## src/rtl/fifo_wr_arb.sv

```systemverilog
// Round-robin write-port arbiter feeding the fifo2 write side (wclk domain).
// Grants one requester for up to BURST words, then rotates; never writes while wfull.
module fifo_wr_arb #(
    parameter int DSIZE = 8,
    parameter int NREQ  = 4,
    parameter int BURST = 4
) (
    input  logic                    wclk,
    input  logic                    wrst_n,
    input  logic [NREQ-1:0]         req_valid,
    input  logic [NREQ*DSIZE-1:0]   req_data,
    output logic [NREQ-1:0]         req_ready,
    input  logic                    wfull,
    output logic                    winc,
    output logic [DSIZE-1:0]        wdata,
    output logic                    grant_vld,
    output logic [$clog2(NREQ)-1:0] grant_id
);
    localparam int IDW = $clog2(NREQ);
    localparam int CW  = $clog2(BURST + 1);

    typedef enum logic {ST_IDLE, ST_BURST} st_t;

    st_t            st_q, st_d;
    logic [IDW-1:0] rr_ptr_q, rr_ptr_d;
    logic [IDW-1:0] owner_q, owner_d;
    logic [IDW-1:0] grant_id_q, grant_id_d;
    logic [CW-1:0]  cnt_q, cnt_d;
    logic           grant_vld_q, grant_vld_d;

    logic [IDW-1:0] winner;
    logic [IDW-1:0] sel;
    logic           any_valid;

    function automatic logic [IDW-1:0] ptr_inc(input logic [IDW-1:0] p);
        return (p == IDW'(NREQ - 1)) ? '0 : p + 1'b1;
    endfunction

    // Scan from the highest offset down so the first valid after rr_ptr wins last.
    always_comb begin
        int idx;
        winner    = '0;
        any_valid = 1'b0;
        idx       = 0;
        for (int k = NREQ - 1; k >= 0; k--) begin
            idx = int'(rr_ptr_q) + k;
            if (idx >= NREQ) idx = idx - NREQ;
            if (req_valid[IDW'(idx)]) begin
                winner    = IDW'(idx);
                any_valid = 1'b1;
            end
        end
    end

    always_comb begin
        st_d       = st_q;
        rr_ptr_d   = rr_ptr_q;
        owner_d    = owner_q;
        cnt_d      = cnt_q;
        grant_id_d = grant_id_q;
        sel        = owner_q;
        winc       = 1'b0;
        req_ready  = '0;

        case (st_q)
            ST_IDLE: begin
                sel = winner;
                if (any_valid && !wfull) begin
                    winc              = 1'b1;
                    req_ready[winner] = 1'b1;
                    owner_d           = winner;
                    grant_id_d        = winner;
                    if (BURST == 1) begin
                        rr_ptr_d = ptr_inc(winner);
                    end else begin
                        st_d  = ST_BURST;
                        cnt_d = CW'(1);
                    end
                end
            end
            ST_BURST: begin
                req_ready[owner_q] = !wfull;
                winc               = req_valid[owner_q] && !wfull;
                if (!req_valid[owner_q]) begin
                    st_d     = ST_IDLE;
                    rr_ptr_d = ptr_inc(owner_q);
                end else if (!wfull) begin
                    cnt_d = cnt_q + 1'b1;
                    if (cnt_d == CW'(BURST)) begin
                        st_d     = ST_IDLE;
                        rr_ptr_d = ptr_inc(owner_q);
                    end
                end
            end
            default: st_d = ST_IDLE;
        endcase

        // A word presented while reset is low must never reach the FIFO.
        if (!wrst_n) begin
            winc      = 1'b0;
            req_ready = '0;
        end

        grant_vld_d = (st_d == ST_BURST);
        wdata       = winc ? req_data[int'(sel)*DSIZE +: DSIZE] : '0;
    end

    always_ff @(posedge wclk) begin
        if (!wrst_n) begin
            st_q        <= ST_IDLE;
            rr_ptr_q    <= '0;
            owner_q     <= '0;
            cnt_q       <= '0;
            grant_vld_q <= 1'b0;
            grant_id_q  <= '0;
        end else begin
            st_q        <= st_d;
            rr_ptr_q    <= rr_ptr_d;
            owner_q     <= owner_d;
            cnt_q       <= cnt_d;
            grant_vld_q <= grant_vld_d;
            grant_id_q  <= grant_id_d;
        end
    end

    assign grant_vld = grant_vld_q;
    assign grant_id  = grant_id_q;

    a_no_winc_full: assert property (@(posedge wclk) disable iff (!wrst_n) !(winc && wfull));
    a_ready_onehot: assert property (@(posedge wclk) disable iff (!wrst_n) $onehot0(req_ready));
    a_cnt_bound:    assert property (@(posedge wclk) disable iff (!wrst_n) cnt_q <= CW'(BURST));

endmodule
```

## config.mk

```make
export PLATFORM = sky130hd
export DESIGN_NAME = fifo_wr_arb
export DESIGN_NICKNAME = d
export VERILOG_FILES = /design/src/rtl/fifo_wr_arb.sv
export SDC_FILE = /design/constraint.sdc
export NUM_CORES = 1
export LEC_CHECK = 0
export CAP_MARGIN = 20
export CORE_MARGIN = 2
export CORE_UTILIZATION = 39
export CTS_CLUSTER_DIAMETER = 200
export DETAILED_ROUTE_END_ITERATION = 8
export MAX_ROUTING_LAYER = met4
export PLACE_DENSITY = 0.9
export SYNTH_ARGS = -nofsm -noshare
export SYNTH_HDL_FRONTEND = slang
export SYNTH_SLANG_ARGS = --single-unit
```

## constraint.sdc

```tcl
create_clock -name wclk -period 1.7 [get_ports wclk]
set_input_delay 0.255 -clock wclk [delete_from_list [all_inputs] [get_ports wclk]]
set_output_delay 0.255 -clock wclk [all_outputs]
set_load 0.02 [all_outputs]
```

==> qor.csv <==
metric,value,unit
global route overflow,0,
DRC viols,0,
final core occ,79.6,%
ratio of cells with drive above 1 in the final layout,51.0,%
Iteration-0 DRC Markers,203,
CP max-delay cell,mux4_2,
"Reg clk slew, reported paths",0.07,ns
clk_skew,0.0124,ns
antenna violations before repair,0,
area occupied by multi-input gates,0.00126,sq mm
RePlAce Congestion,0.887,
Worst R2R Start,grant_id[0]$_SDFFE_PN0P_,
largest net degree at the start of global routing,23,
critical path type,flip-flop to primary output,
synthesis-to-finish area growth,92.0,%
area share of the largest cell type after synthesis,12.5,%
ant diodes,0,
setup TNS,-6.89,ns
Sequential Area,169,sq um
worst-case clock buffer depth,2,
Crit Path Max Fanout,9,
Final #Nets,305,
yosys warns,0,
most frequent cell after synthesis,a21oi_1,
CP max stage delay,0.54,ns
clock latency on the worst-skew pair,0.27,ns
vias in the first global route,1702,
Power Density,477,mW/mm^2
starting density of the core,41.5,%
antenna-violating nets left,0,
critical path startpoint,grant_id[0]$_SDFFE_PN0P_,
Lkg Pwr,0.988,nW
Max Slew Vio Count,0,
final setup fails,19,
post-synthesis sequential area ratio,12.5,%
drt wl/cell,19.3,um
vias per inst,6.04,
RSZ-0062 raised after global routing,yes,
Peak VDD IR,457,uV
Die Span X,61.4,um
"Primary FF master, synth",dfxtp_1,
Worst Setup End Kind,primary output,
Max transition margin,70.7,%
CTS Sinks,8,
Max-cap violations,0,
Port-buffer cells,54,
CTS Buf Count,3,
# hold bufs at CTS,0,
CTS tree,built,
Core Area,0.00310,sq mm
top post-synthesis cells by area,"dfxtp_1, a31o_2, a21oi_1",
setup slack after layout,-0.518,ns
first-pass iteration count of the detailed router,4,
DPL Wire Length,3.35,mm
failing checks,setup timing,
Post-Route WL,5.86,mm
Die ar.,0.00377,sq mm
I/O pin count,55,
biggest area consumer among synthesized cells,dfxtp_1,
worst-margin pin slew,0.437,ns
status,finished with violations,
CP required,1.44,ns
Post-Syn Area,0.00129,sq mm
final hold vios,0,
"FF+latch count, synth",8,
Die H,61.4,um
GRT Util Overall,30.0,%
Via Count,1830,
FP Rows,20,
Startpoint Class,flip-flop,
post-synthesis cell count,167,
"Distinct cells, synth",39,
synthesized area per cell,7.70,sq um
crit-path cells,"mux4_2, a22o_4, nand2_8, inv_8, o21ai_2, o32ai_2, buf_4",
Worst Path Buf+Inv,2,
hold crit path type,flip-flop to flip-flop,
root buffer selected by CTS,clkbuf_4,
Period minus WS final,2.22,ns
H-tree levels,1,
first-pass GRT wire length,8.07,mm
crit-path leading delay family,multiplexers,
Hold Crit Start,cnt_q[0]$_SDFFE_PN0P_,
CP Data Arrival Time,1.96,ns
Fill cells,194,
fmax,451,MHz
Post-synth ARST share,0,%
Synth top cells by count,"a21oi_1, a31o_2, nor2_1, o21ai_0",
Post-synth EDFFs,0,
Syn Nets,212,
Tcrit/Tclk final,130,%
## final cells by class
cell class                 instances  share of cell area (%)
multi-input combinational        142                    51.1
sequential                         8                    6.84
inverter                           7                    1.37
timing repair buffer              98                    37.4
clock buffer                       4                    1.06
tap                               44                    2.23
## timing repair
action,in CTS,in global routing
cloned,1,0
endpoints found under the setup margin,22,18
setup buffers,11,7
gates resized for setup,119,10
pin swaps,13,9
## worst reg2reg max path: cells and delay by family (launching register included)
kind	cells	cell delay, ns
and+or+nand+nor	2	0.48
buffers and inverters	4	0.49
AOI/OAI and AO/OA	2	0.19
DFF	1	0.35
muxes	1	0.54
## final timing paths
| path | end | slack (ns) | cells past startpoint |
|---|---|---|---|
| max reg2reg | rr_ptr_q[0]$_SDFFE_PN0P_ | -0.43 | 9 |
| min reg2reg | cnt_q[0]$_SDFFE_PN0P_ | 0.57 | 1 |
| min | cnt_q[0]$_SDFFE_PN0P_ | 0.57 | 1 |
| max | wdata[3] | -0.52 | 7 |
## layer usage
metal	up-vias	share of wire (%)	track usage (%)
met5	-	0	-
met1	885	41	39.5
met3	17	6.0	2.31
met2	95	51	50.2
li1	833	-	-
met4	0	2.2	6.69
## flip-flops by register name (all words and copies together) (netlist names)
register and count:
grant_id 2, grant_vld 1, cnt_q 3, rr_ptr_q 2
## report_power, final
| part | switching (W) | total, W | leakage [nW] | internal, W |
|---|---|---|---|---|
| registers | 0.00000958 | 0.000205 | 0.0673 | 0.000196 |
| clock network | 0.0000843 | 0.000175 | 0.0150 | 0.0000907 |
| logic | 0.000379 | 0.000799 | 0.906 | 0.000419 |
## cell usage in the layout, fill, tap and decap left out, drive strengths merged
cell and count:
a21boi 2, a21oi 25, a221o 1, a22o 1, a2bb2oi 2, a31o 16, a32o 1, a32oi 2
and2 4, and3 2, and4b 1, buf 59, clkbuf 4, clkdlybuf4s15 1, clkdlybuf4s50 36, dfxtp 8
dlygate4sd2 2, ha 6, inv 7, mux2 9, mux2i 9, mux4 1, nand2 8, nand2b 1
nand3 3, nor2 12, nor2b 8, o211a 1, o21a 2, o21ai 13, o2bb2a 1, o32ai 8
or3 1, or4 1, xnor2 1
## per-stage QoR
step	hold slack, ns	total power (W)	worst slack, ns	area, sq um	instances
after global routing	0.594	0.00123	-0.549	2470	303
after floorplan	0.408	0.000571	-0.303	1400	167
final	0.566	0.00118	-0.518	2470	303
after global placement	0.525	0.000846	-1.09	2170	282
after CTS	0.552	0.00111	-0.466	2400	298
after detailed placement	0.540	0.000857	-1.12	2170	282
## kinds of logic after synthesis
logic type | share of synthesized area, %
flip-flops | 12.5
buffers and inverters | 6.32
AND/OR/NAND/NOR | 17.3
XOR/XNOR | 0.681
AO/OA/AOI/OAI | 40.8
multiplexers | 16.6
adder cells (fa/ha/maj) | 5.84
Note: power is estimated with default switching activity, not from simulation.
